--- src/rtl/serdesphy_csr_ctrl_if.sv ---
// rtl/serdesphy_csr_ctrl_if.sv - I2C write / hardware requester / register read bundle
interface serdesphy_csr_ctrl_if #(
   parameter int NUM_HW = 2
);
   logic                  i2c_wr_strobe;
   logic [7:0]            i2c_wr_addr;
   logic [7:0]            i2c_wr_data;
   logic [NUM_HW-1:0]     hw_req;
   logic [NUM_HW-1:0]     hw_sel;
   logic [NUM_HW*8-1:0]   hw_data;
   logic [NUM_HW-1:0]     hw_gnt;
   logic [31:0]           regs_rd;

   modport master (
      output i2c_wr_strobe, i2c_wr_addr, i2c_wr_data,
      output hw_req, hw_sel, hw_data,
      input  hw_gnt, regs_rd
   );

   modport slave (
      input  i2c_wr_strobe, i2c_wr_addr, i2c_wr_data,
      input  hw_req, hw_sel, hw_data,
      output hw_gnt, regs_rd
   );
endinterface

--- src/rtl/serdesphy_csr_ctrl.sv ---
// rtl/serdesphy_csr_ctrl.sv - SerDes PHY CSR register file, write arbiter and config commit FSM
module serdesphy_csr_ctrl #(
   parameter int NUM_HW        = 2,
   parameter int APPLY_TIMEOUT = 255
) (
   input  logic                clk,
   input  logic                rst_n,
   serdesphy_csr_ctrl_if.slave bus,
   input  logic                i_cfg_ack,
   output logic [7:0]          o_cfg_active,
   output logic                o_cfg_req,
   output logic                o_commit_busy,
   output logic                o_irq
);
   localparam int PW = (NUM_HW > 1) ? $clog2(NUM_HW) : 1;

   typedef enum logic [1:0] {S_IDLE, S_REQ, S_DONE} state_t;

   state_t            r_state;
   state_t            w_state_nxt;
   logic [15:0]       r_cnt;
   logic [15:0]       w_cnt_nxt;
   logic [7:1]        r_ctrl;
   logic [7:0]        r_cfg;
   logic [7:0]        r_status;
   logic [7:0]        r_irq;
   logic [7:0]        r_cfg_active;
   logic              r_cfg_req;
   logic [PW-1:0]     r_rr;

   logic              w_gvalid;
   logic [PW-1:0]     w_gidx;
   logic [NUM_HW-1:0] w_gnt;
   logic [7:0]        w_hw_data;
   logic              w_hw_sel;
   logic              w_wr_ctrl;
   logic              w_wr_cfg;
   logic              w_wr_irq;
   logic              w_commit;
   logic              w_timeout;
   logic [7:0]        w_set;
   logic [7:0]        w_clr;

   assign w_wr_ctrl = bus.i2c_wr_strobe && (bus.i2c_wr_addr == 8'd0);
   assign w_wr_cfg  = bus.i2c_wr_strobe && (bus.i2c_wr_addr == 8'd1);
   assign w_wr_irq  = bus.i2c_wr_strobe && (bus.i2c_wr_addr == 8'd3);
   assign w_commit  = w_wr_ctrl && bus.i2c_wr_data[0];

   // Ack takes priority over a timeout landing on the same cycle.
   assign w_timeout = (r_state == S_REQ) && !i_cfg_ack &&
                      (r_cnt == 16'(APPLY_TIMEOUT - 1));

   // Round-robin pick among live requests from the pointer; an I2C strobe owns the cycle.
   always_comb begin
      w_gvalid = 1'b0;
      w_gidx   = '0;
      for (int i = 0; i < NUM_HW; i++) begin
         if (!w_gvalid && bus.hw_req[(int'(r_rr) + i) % NUM_HW]) begin
            w_gvalid = 1'b1;
            w_gidx   = PW'((int'(r_rr) + i) % NUM_HW);
         end
      end
      if (bus.i2c_wr_strobe || !rst_n) begin
         w_gvalid = 1'b0;
      end
   end

   // One-hot grant vector from the selected index.
   always_comb begin
      w_gnt = '0;
      if (w_gvalid) begin
         w_gnt[w_gidx] = 1'b1;
      end
   end

   assign w_hw_data = bus.hw_data[int'(w_gidx)*8 +: 8];
   assign w_hw_sel  = bus.hw_sel[w_gidx];

   // Timeout set-bit is independent of arbitration so it can never be blocked.
   assign w_set = ((w_gvalid && w_hw_sel) ? w_hw_data : 8'h00) |
                  (w_timeout ? 8'h80 : 8'h00);
   assign w_clr = w_wr_irq ? bus.i2c_wr_data : 8'h00;

   // Commit FSM next-state and cycle counter.
   always_comb begin
      w_state_nxt = r_state;
      w_cnt_nxt   = r_cnt;
      case (r_state)
         S_IDLE: begin
            w_cnt_nxt = '0;
            if (w_commit) begin
               w_state_nxt = S_REQ;
            end
         end
         S_REQ: begin
            if (i_cfg_ack) begin
               w_state_nxt = S_DONE;
            end else if (w_timeout) begin
               w_state_nxt = S_IDLE;
            end else begin
               w_cnt_nxt = r_cnt + 16'd1;
            end
         end
         S_DONE: begin
            w_state_nxt = S_IDLE;
         end
         default: begin
            w_state_nxt = S_IDLE;
         end
      endcase
   end

   // Commit FSM state register.
   always_ff @(posedge clk or negedge rst_n) begin
      if (!rst_n) begin
         r_state <= S_IDLE;
         r_cnt   <= '0;
      end else begin
         r_state <= w_state_nxt;
         r_cnt   <= w_cnt_nxt;
      end
   end

   // Commit request level and active configuration snapshot taken on commit entry.
   always_ff @(posedge clk or negedge rst_n) begin
      if (!rst_n) begin
         r_cfg_req    <= 1'b0;
         r_cfg_active <= '0;
      end else begin
         r_cfg_req <= (w_state_nxt == S_REQ);
         if ((r_state == S_IDLE) && w_commit) begin
            r_cfg_active <= r_cfg;
         end
      end
   end

   // Register file updates from I2C and granted hardware requesters.
   always_ff @(posedge clk or negedge rst_n) begin
      if (!rst_n) begin
         r_ctrl   <= '0;
         r_cfg    <= '0;
         r_status <= '0;
         r_irq    <= '0;
      end else begin
         if (w_wr_ctrl) begin
            r_ctrl <= bus.i2c_wr_data[7:1];
         end
         if (w_wr_cfg) begin
            r_cfg <= bus.i2c_wr_data;
         end
         if (w_gvalid && !w_hw_sel) begin
            r_status <= w_hw_data;
         end
         r_irq <= (r_irq & ~w_clr) | w_set;
      end
   end

   // Round-robin pointer moves past the winner, only when a grant is issued.
   always_ff @(posedge clk or negedge rst_n) begin
      if (!rst_n) begin
         r_rr <= '0;
      end else if (w_gvalid) begin
         r_rr <= (int'(w_gidx) == NUM_HW - 1) ? '0 : w_gidx + PW'(1);
      end
   end

   assign o_commit_busy = (r_state != S_IDLE);
   assign o_cfg_req     = r_cfg_req;
   assign o_cfg_active  = r_cfg_active;
   assign o_irq         = |(r_irq & {1'b1, r_ctrl[7:1]});
   assign bus.hw_gnt    = w_gnt;
   assign bus.regs_rd   = {r_irq, o_commit_busy, r_status[6:0], r_cfg, r_ctrl, 1'b0};
endmodule
--- src/flat_wrapper.sv ---
// flat-port wrapper written by rule: the top's interface ports become plain ports
module serdesphy_csr_ctrl_flat 
#(
   parameter int NUM_HW        = 2,
   parameter int APPLY_TIMEOUT = 255
)
  (clk, rst_n, i_cfg_ack, o_cfg_active, o_cfg_req, o_commit_busy, o_irq, bus_i2c_wr_strobe, bus_i2c_wr_addr, bus_i2c_wr_data, bus_hw_req, bus_hw_sel, bus_hw_data, bus_hw_gnt, bus_regs_rd);
  serdesphy_csr_ctrl_if #(.NUM_HW(NUM_HW)) bus_i ();
  input  logic clk;
  input  logic rst_n;
  input  logic i_cfg_ack;
  output logic [7:0] o_cfg_active;
  output logic o_cfg_req;
  output logic o_commit_busy;
  output logic o_irq;
  input wire logic [$bits(bus_i.i2c_wr_strobe)-1:0] bus_i2c_wr_strobe;
  input wire logic [$bits(bus_i.i2c_wr_addr)-1:0] bus_i2c_wr_addr;
  input wire logic [$bits(bus_i.i2c_wr_data)-1:0] bus_i2c_wr_data;
  input wire logic [$bits(bus_i.hw_req)-1:0] bus_hw_req;
  input wire logic [$bits(bus_i.hw_sel)-1:0] bus_hw_sel;
  input wire logic [$bits(bus_i.hw_data)-1:0] bus_hw_data;
  output wire logic [$bits(bus_i.hw_gnt)-1:0] bus_hw_gnt;
  output wire logic [$bits(bus_i.regs_rd)-1:0] bus_regs_rd;
  assign bus_i.i2c_wr_strobe = bus_i2c_wr_strobe;
  assign bus_i.i2c_wr_addr = bus_i2c_wr_addr;
  assign bus_i.i2c_wr_data = bus_i2c_wr_data;
  assign bus_i.hw_req = bus_hw_req;
  assign bus_i.hw_sel = bus_hw_sel;
  assign bus_i.hw_data = bus_hw_data;
  assign bus_hw_gnt = bus_i.hw_gnt;
  assign bus_regs_rd = bus_i.regs_rd;
  serdesphy_csr_ctrl #(.NUM_HW(NUM_HW), .APPLY_TIMEOUT(APPLY_TIMEOUT)) u_core (.clk(clk), .rst_n(rst_n), .bus(bus_i), .i_cfg_ack(i_cfg_ack), .o_cfg_active(o_cfg_active), .o_cfg_req(o_cfg_req), .o_commit_busy(o_commit_busy), .o_irq(o_irq));
endmodule
--- config.mk ---
export PLATFORM = sky130hd
export DESIGN_NAME = serdesphy_csr_ctrl_flat
export DESIGN_NICKNAME = d
export VERILOG_FILES = /design/src/rtl/serdesphy_csr_ctrl_if.sv /design/src/rtl/serdesphy_csr_ctrl.sv /design/src/flat_wrapper.sv
export SDC_FILE = /design/constraint.sdc
export NUM_CORES = 1
export LEC_CHECK = 0
export CAP_MARGIN = 10
export CELL_PAD_IN_SITES_DETAIL_PLACEMENT = 1
export CELL_PAD_IN_SITES_GLOBAL_PLACEMENT = 2
export CORE_UTILIZATION = 27
export DETAILED_ROUTE_END_ITERATION = 10
export PLACE_DENSITY_LB_ADDON = 0.1
export SETUP_SLACK_MARGIN = 0.1
export SLEW_MARGIN = 20
export SYNTH_ARGS = -nofsm -noshare
export SYNTH_HDL_FRONTEND = slang
export SYNTH_SLANG_ARGS = --single-unit
export TNS_END_PERCENT = 5
--- constraint.sdc ---
create_clock -name clk -period 1.8 [get_ports clk]
set_input_delay 0.18 -clock clk [delete_from_list [all_inputs] [get_ports clk]]
set_output_delay 0.18 -clock clk [all_outputs]
set_load 0.02 [all_outputs]
# Yosys cells after proc, flatten, opt, wreduce, memory -nomap -nowiden
# Index checks and enable logic that the tools add are counted.
word_totals:
  register_bits: 58
  in_bits: 40
  out_inout_bits: 45
  elab_cells: 78
op_classes:
  addsub: 3
  n_lt_le_gt_ge: 4
  n_eq_ne: 7
  n_shift: 1
  muxes: 26
  n_bitwise: 6
  n_reduce_logical: 22
ops:
  columns: ["operator", "count"]
  rows:
  - ["2-to-1 mux 16 bit", 2]
  - ["case mux 16 bit (2 select lines)", 1]
  - ["2-to-1 mux 8 bit", 3]
  - ["adder 16 x 1 -> 16 bit, second input constant", 1]
  - ["bitwise AND 8 bit", 2]
  - ["== test 16 x 8 -> 1 bit, second input constant", 1]
  - ["OR 8 bit", 2]
  - ["variable part select 16 x 5 -> 8 bit", 1]
  - ["2-to-1 mux 1 bit", 14]
  - ["logical AND 1 bit", 11]
  - ["== test 8 x 1 -> 1 bit, second input constant", 1]
  - ["== test 8 x 2 -> 1 bit, second input constant", 1]
  - ["logical NOT 8 bit", 1]
  - ["2-to-1 mux 2 bit", 4]
  - ["NOT 8 bit", 1]
  - ["OR reduction 8 bit", 1]
  - ["== test 2 x 1 -> 1 bit, second input constant", 2]
  - ["logical NOT 1 bit", 4]
  - ["less-than comparator 1 x 2 -> 1 bit, second input constant", 2]
  - ["!= test 2 bit, second input constant", 2]
  - ["case mux 2 bit (2 select lines)", 1]
  - ["nonzero test 2 bit", 2]
  - ["less-than comparator 2 x 3 -> 1 bit, second input constant", 1]
  - ["AND reduction 3 bit", 1]
  - ["other kinds (6)", 7]

# Depth between registers and ports, before layout
# Gate-level depths: netlist of the first run.
logic_depth:
  depth_word: 13
  ltp_mapped: 7

# Least setup slack after synthesis of the first run
# OpenSTA, ideal clock, no wires.
synth_timing:
  path_kind: "register -> register"
  startpoint: "register u_core.r_cnt[0]"
  endpoint: "register u_core.r_cnt[2]"
  setup_ps: 94
  arrival_time_ps: 1867
  required_time_ps: 1706
  path_slack_ps: -161
  path_stages_with_launch: 8
  path_buffers: 1
  period_less_slack_ps: 1961
  cell_sequence: "dfrtp_1 inv_1 ha_1 or3b_2 nor4bb_1 clkbuf_1 a21oi_1 a211oi_1"
synth_via:
  elab_chain_cells: 4
  word_cells_on_any_way: 8
  cone_classes: "add/sub (1); eq/ne (2); mux (3); reduce/logical (2)"
synth_lines:
  columns: ["element", "line_no", "text"]
  rows:
  - ["start, declared", "serdesphy_csr_ctrl.sv:21", "logic [15:0] r_cnt;"]
  - ["start signal, assigned", "serdesphy_csr_ctrl.sv:120", "r_cnt <= w_cnt_nxt;"]
  - ["adder 16 x 1 -> 16 bit or == test 16 x 8 -> 1 bit (tied branches)", "serdesphy_csr_ctrl.sv:101, serdesphy_csr_ctrl.sv:51", null]
  - ["2-to-1 mux 16 bit or logical AND 1 bit (tied branches)", "serdesphy_csr_ctrl.sv:98, serdesphy_csr_ctrl.sv:50", null]
  - ["2-to-1 mux 16 bit or != test 2 bit (tied branches)", null, null]
  - ["case mux 16 bit (2 select lines) or AND reduction 3 bit (tied branches)", null, null]
# Several ways; a longest one is shown, not always the timed one. The select of a mux whose other input is x is not followed.
# A chain may end at the register's enable or synchronous reset.

# Worst setup path in the final report of the first run
layout_timing:
  startpoint: "register u_core.r_cnt[0]"
  endpoint: "register u_core.r_cnt[1]"
# The elaborated chain is that of the path after synthesis.

==> results of run 1 <==
## worst min-delay path by stage
stage,from,endpoint,slack (ns)
finish,rst_n,u_core.r_cnt[15],0.03
global route,rst_n,u_core.r_cnt[15],0.10
CTS,rst_n,u_core.r_cnt[15],0.07
detailed placement,rst_n,u_core.r_cnt[15],0.44
global placement,rst_n,u_core.r_cnt[15],0.44
floorplan,rst_n,u_core.o_cfg_active[0],-0.12
## layer usage
layer / part of all wire [%] / GRT usage [%] / up-vias
met5: 0 / 0 / -
met4: 1.7 / 7.55 / 0
met3: 4.0 / 3.34 / 11
met2: 45 / 25.4 / 58
met1: 49 / 23.2 / 1250
li1: - / - / 1207
## cells in the mapped netlist (2+ instances only)
master | n | area (um^2)
or4_1 | 4 | 30.0
nor4_4 | 2 | 42.5
or3b_2 | 2 | 17.5
or4_4 | 2 | 22.5
nor2_1 | 7 | 26.3
nor4_1 | 5 | 31.3
dfrtp_1 | 58 | 1450
mux2_2 | 25 | 282
nand3_1 | 6 | 30.0
inv_1 | 14 | 52.6
nand3b_1 | 3 | 22.5
o21a_1 | 2 | 15.0
nand2b_1 | 4 | 25.0
o311ai_0 | 3 | 26.3
buf_4 | 2 | 15.0
and3_1 | 2 | 12.5
a21oi_1 | 10 | 50.1
a211oi_1 | 3 | 22.5
nand2_1 | 22 | 82.6
nand4_1 | 5 | 31.3
a22o_1 | 2 | 17.5
or3_1 | 5 | 31.3
o31ai_1 | 4 | 30.0
o21ai_0 | 6 | 30.0
o2bb2ai_1 | 7 | 61.3
o211ai_1 | 5 | 37.5
nor2b_1 | 4 | 25.0
ha_1 | 2 | 25.0
o31a_1 | 2 | 17.5
clkbuf_1 | 5 | 18.8
nor3_1 | 2 | 10.0
mux2i_1 | 16 | 160
## registers in the layout, indices dropped and copies added, names as in the netlist
signal,flops
u_core.r_status,7
u_core.r_cnt,16
u_core.o_cfg_active,8
u_core.r_state,2
u_core.r_rr,1
u_core.r_ctrl,7
u_core.r_irq,8
u_core.r_cfg,8
u_core.o_cfg_req,1
## kinds of logic after synthesis
logic type      Yosys count  share of synthesized area (%)
simple gates             82                           17.9
flops                    58                           50.5
compound gates           48                           11.9
mux                      41                           15.4
buf+inv                  22                           3.13
fa+ha+maj                 2                          0.870
other cells               1                          0.130
xor+xnor                  1                          0.305
## critical path: stages, from the launching register on
cell,delay (ns)
dfrtp_1,0.38
inv_1,0.06
ha_2,0.16
or3b_4,0.42
nor4_4,0.31
buf_6,0.17
or2_4,0.14
o311ai_1,0.10
## where the power goes
part	internal [uW]	switching, uW	total, uW
sequential	1400	73.8	1480
combinational	354	321	676
clock	790	591	1380
## timing repair
action	CTS	global route
pin swaps	2	13
endpoints found under the setup margin	34	22
resized for setup	24	19
## metrics by stage
stage | worst slack, ns | hold WS [ns] | util, %
6_report | -0.0694 | 0.0269 | 43.5
5_1_grt | -0.182 | 0.100 | 43.5
4_1_cts | -0.0985 | 0.0654 | 43.2
3_5_place_dp | -0.372 | 0.443 | 40.6
3_3_place_gp | -0.325 | 0.445 | 40.6
2_1_floorplan | -0.0330 | -0.116 | -
## layout make-up
type | instances | area, um^2 | area share, %
Clock inverter | 7 | 103 | 2.28
Clock buffer | 9 | 124 | 2.76
Tap cell | 136 | 170 | 3.79
Multi-Input combinational cell | 175 | 1420 | 31.7
Inverter | 14 | 52.6 | 1.17
Sequential cell | 58 | 1450 | 32.3
Timing Repair Buffer | 128 | 1170 | 26.1
## cells in the final DEF, fill, tap and decap left out, types with 2 or more instances in the layout
cell | Yosys | routed
o311ai_1 | 0 | 3
nor3_1 | 2 | 2
bufinv_16 | 0 | 2
or3_1 | 5 | 5
nor4_4 | 2 | 2
o211ai_1 | 5 | 5
inv_1 | 14 | 14
nor2b_1 | 4 | 4
nand3_1 | 6 | 6
or4_1 | 4 | 4
nand2b_1 | 4 | 4
clkdlybuf4s50_1 | 0 | 73
nand2_1 | 22 | 22
buf_6 | 0 | 3
o31a_1 | 2 | 2
o31ai_1 | 4 | 4
clkdlybuf4s15_1 | 0 | 2
a21oi_1 | 10 | 9
o2bb2ai_1 | 7 | 7
or4_4 | 2 | 2
nor2_1 | 7 | 6
mux2_2 | 25 | 18
a22o_1 | 2 | 2
and3_1 | 2 | 2
buf_4 | 2 | 41
clkbuf_8 | 0 | 9
o21ai_2 | 0 | 2
mux2_4 | 0 | 7
o21ai_1 | 0 | 3
nand4_1 | 5 | 5
nor4_1 | 5 | 4
mux2i_1 | 16 | 16
clkinv_4 | 0 | 3
o21a_1 | 2 | 2
or3b_4 | 0 | 2
buf_2 | 0 | 2
dlygate4sd2_1 | 0 | 5
nand3b_1 | 3 | 3
dfrtp_1 | 58 | 58
==> metrics.cfg, run 1 <==
[synth]
synth_fp_nets=297
synth_edf_count=0
synthDistinctLibCells=46
ys_warn_count=0
ys_async_sr_fraction_pct=100
synth-seq-cells=58
ys_seq_area_share_pct=50.5
synthFlopType=dfrtp_1
synth_area_mm2=0.00288
synthCells=255
synth_area_per_cell_um2=11.3

[global_routing]
overflow=0
grtUsageTotal_pct=16.8
grt_max_degree=59
grt_antenna_before_repair=0
grt_pass1_wl_um=14300
grt_pass1_vias=2626

[sta]
setup_viol_count_final=11
fin_skew_ns=0.00546
rsz0062_at_grt=true
drv_slew=0
fin_ws_ns=-0.0694
finalHoldViolations=0
worst_pin_slew_ns=0.747
slew_headroom_pct=50.2
tns_ns=-0.432
post-route-min-period_ns=1.87
fmax_mhz=535
period_share_pct=104

[cells_and_area]
drive_gt1_share_pct=27.6
final_nets=428
insertedDiodeCount=0
final_cell_area_mm2=0.00450
syn_to_final_growth_pct=56.3
fillCellCount=1140
final_cell_count_no_fill=527

[worst_setup_path]
cp_max_fo=9
reg2reg_slack_ns=-0.07
crit_path_start=u_core.r_cnt[0]
r2r_start=u_core.r_cnt[0]
reg2reg_depth=7
crit_arrival_ns=2.09
cp-start-kind=flip-flop
worst_setup_path_end_kind=flip-flop
cp.required_ns=2.02
path_class=flip-flop to flip-flop
cp-endpoint=u_core.r_cnt[1]
reg2reg_to=u_core.r_cnt[1]

[clock_network]
cts.sinks=58
clkTransAtPathRegs_ns=0.07
tritoncts=done
cts_buffers=9
root_buffer=clkbuf_8
clk_latency_ns=0.35
ctsHoldBuffers=0
postCtsSetupRepairBufs=0
clk_path_buf_depth=2
htreeDepth=3

[die]
die_h_um=105
core_mm2=0.0103
die_width_um=105
die-area_mm2=0.0111
ioPinCount=85
start_util_pct=27.9
rows=37

[pwr]
cellPowerDensity_mw_per_mm2=786
p_total_uw=3530
vdd_drop_max_uv=317
p_leak_uw=0.00196

[placed_design]
port_buffers=83
dpl-instance-area_mm2=0.00419
place_inst=511
gp_congestion=0.780
hpwl_um=6740

[drt]
drt_wl_total_um=8750
vias_per_cell=4.79
wl_per_cell_um=16.6
drt_first_pass_iters=4
final_antenna_net_count=0
vias=2526
drc=0
drt-initial-drc-count=61

[hold_path]
hold_class=primary input to async pin

[run]
max_cap_viol_count=0

[run_status]
violations=negative setup slack
status=finished with violations

(Power assumes the default switching activity.)
==> run 2, diff against run 1 <==
--- a/config.mk
+++ b/config.mk
@@ -12,6 +12,7 @@
 export DETAILED_ROUTE_END_ITERATION = 10
 export PLACE_DENSITY_LB_ADDON = 0.1
 export SETUP_SLACK_MARGIN = 0.1
+export SKIP_LAST_GASP = 1
 export SLEW_MARGIN = 20
 export SYNTH_ARGS = -nofsm -noshare
 export SYNTH_HDL_FRONTEND = slang
==> metrics.cfg, run 2 (same netlist as run 1, synthesis figures left out) <==
[placed_design]
dpl-instance-area_mm2=0.00419  ; unchanged
gp_congestion=0.780  ; unchanged
port_buffers=83  ; unchanged
pre_cts_ws_ns=-0.372  ; unchanged
hpwl_um=6740  ; unchanged

[worst_setup_path]
worst_setup_path_end_kind=primary output
path_class=flip-flop to primary output
reg2reg_depth=7  ; unchanged
cp_max_fo=11  ; +2
crit_chain=buf_4 -> nor2_1 -> inv_1 -> clkdlybuf4s50_1
cp.required_ns=1.62  ; -0.40 ns
crit_arrival_ns=1.75  ; -0.34 ns
crit_path_start=u_core.r_state[1]
crit_slowest_cell=clkdlybuf4s50_1
r2r_start=u_core.r_cnt[0]
reg2reg_slack_ns=-0.07  ; about the same
cp-start-kind=flip-flop
reg2reg_to=u_core.r_cnt[1]
cp-endpoint=o_commit_busy
critical-path-max-stage-delay_ns=0.54  ; +0.12 ns

[run_status]
violations=negative setup slack
status=finished with violations

[drt]
drt_wl_total_um=8730  ; -0.16%
vias_per_cell=4.77  ; -0.51%
vias=2513  ; -0.51%
drt_first_pass_iters=4  ; unchanged
final_antenna_net_count=0  ; unchanged
wl_per_cell_um=16.6  ; -0.16%
drc=0  ; unchanged
drt-initial-drc-count=63  ; +3.3%

[cells_and_area]
syn_to_final_growth_pct=54.2
mostFrequentLayoutCells=clkdlybuf4s50_1, dfrtp_1, buf_4
regMostFlops=u_core.r_cnt
insertedDiodeCount=0  ; unchanged
fillCellCount=1144  ; +0.35%
layout_commonest_cell=clkdlybuf4s50_1
final_cell_area_mm2=0.00444  ; -1.3%
final_nets=428  ; unchanged
largest_reg_flops=16  ; unchanged
drive_gt1_share_pct=25.3  ; -2.3 points

[global_routing]
grt_pass1_vias=2615  ; -0.42%
overflow=0  ; unchanged
grtUsageTotal_pct=16.7  ; -0.16 points
grt_max_degree=59  ; unchanged
grt_pass1_wl_um=14100  ; -1.0%
grt_antenna_before_repair=0  ; unchanged

[clock_network]
clkTransAtPathRegs_ns=0.07  ; about the same
clk_latency_ns=0.34  ; about the same
htreeDepth=3  ; unchanged
tritoncts=done
ctsHoldBuffers=0  ; unchanged
clk_path_buf_depth=2  ; unchanged
cts.sinks=58  ; unchanged
root_buffer=clkbuf_8
cts_buffers=9  ; unchanged

[hold_path]
hold_class=primary input to async pin

[sta]
slew_headroom_pct=50.1  ; -0.072 points
fin_skew_ns=0.00664  ; +0.00119 ns
fmax_mhz=518  ; -3.1%
period_share_pct=107  ; +3.4 points
holdWs_ns=0.0281  ; +0.00116 ns
fin_ws_ns=-0.130  ; -0.0605 ns
setup_viol_count_final=14  ; +3
finalHoldViolations=0  ; unchanged
post-route-min-period_ns=1.93  ; +0.0605 ns
drv_slew=0  ; unchanged
rsz0062_at_grt=true
worst_pin_slew_ns=0.748  ; +0.00108 ns

[pwr]
p_total_uw=3530  ; -0.12%
cellPowerDensity_mw_per_mm2=796  ; +1.2%
p_leak_uw=0.00195  ; -0.25%
vdd_drop_max_uv=317  ; -0.19%

[die]
die_width_um=105  ; unchanged
die_h_um=105  ; unchanged
start_util_pct=27.9  ; unchanged
core_mm2=0.0103  ; unchanged
ioPinCount=85  ; unchanged
rows=37  ; unchanged
die-area_mm2=0.0111  ; unchanged

[run]
max_cap_viol_count=0  ; unchanged

==> run 2: power by group <==
group	switching (uW)	leakage (uW)	internal [uW]
Sequential	72.5	0.000752	1400
Combinational	320	0.00109	354
Clock	590	0.000110	790
Total	983	0.00195	2550
==> run 2: through the flow <==
| step | TNS, ns | cells | utilization [%] |
|---|---|---|---|
| after CTS | -1.33 | 527 | 42.8 |
| after global routing | -2.82 | 527 | 43.0 |
| final | -0.619 | 527 | 43.0 |
| after global placement | -8.42 | 511 | 40.6 |
| after detailed placement | -9.86 | 511 | 40.6 |
| after floorplan | -0.232 | 255 | - |
==> run 2: metal layers <==
metal	vias up	global-route usage, %	share of wire, %
li1	1208	-	-
met1	1237	23.0	50
met2	57	25.2	45
met3	11	3.34	3.8
met4	0	7.55	1.7
met5	-	0	0
==> run 2: worst min-delay path by stage <==
stage / cells after the start / startpoint / slack (ns) / endpoint
after global placement: 2 / rst_n / 0.44 / u_core.r_cnt[15]
after global routing: 2 / rst_n / 0.10 / u_core.r_cnt[15]
after floorplan: 0 / rst_n / -0.12 / u_core.o_cfg_active[0]
after CTS: 2 / rst_n / 0.07 / u_core.r_cnt[15]
final: 2 / rst_n / 0.03 / u_core.r_cnt[15]
after detailed placement: 2 / rst_n / 0.44 / u_core.r_cnt[15]
==> run 2: what timing repair did <==
action | CTS | global route
buffers inserted | 0 | 0
gates resized for setup | 3 | 3
endpoints found under the setup margin | 34 | 46
pin swaps | 0 | 0
==> run 2: final cells by class <==
class	instances	area [um^2]	share of cell area, %
clock inverter	7	103	2.31
tap	136	170	3.84
timing repair buffer	128	1180	26.5
sequential	58	1450	32.7
clock buffer	9	124	2.79
multi-input combinational	175	1360	30.7
inverter	14	52.6	1.18
==> run 2: critical path: cells and delay by family, from the launching register on <==
family / cells / cell delay, ns
buffers and inverters: 3 / 0.82
and+or+nand+nor: 1 / 0.17
DFF: 1 / 0.41
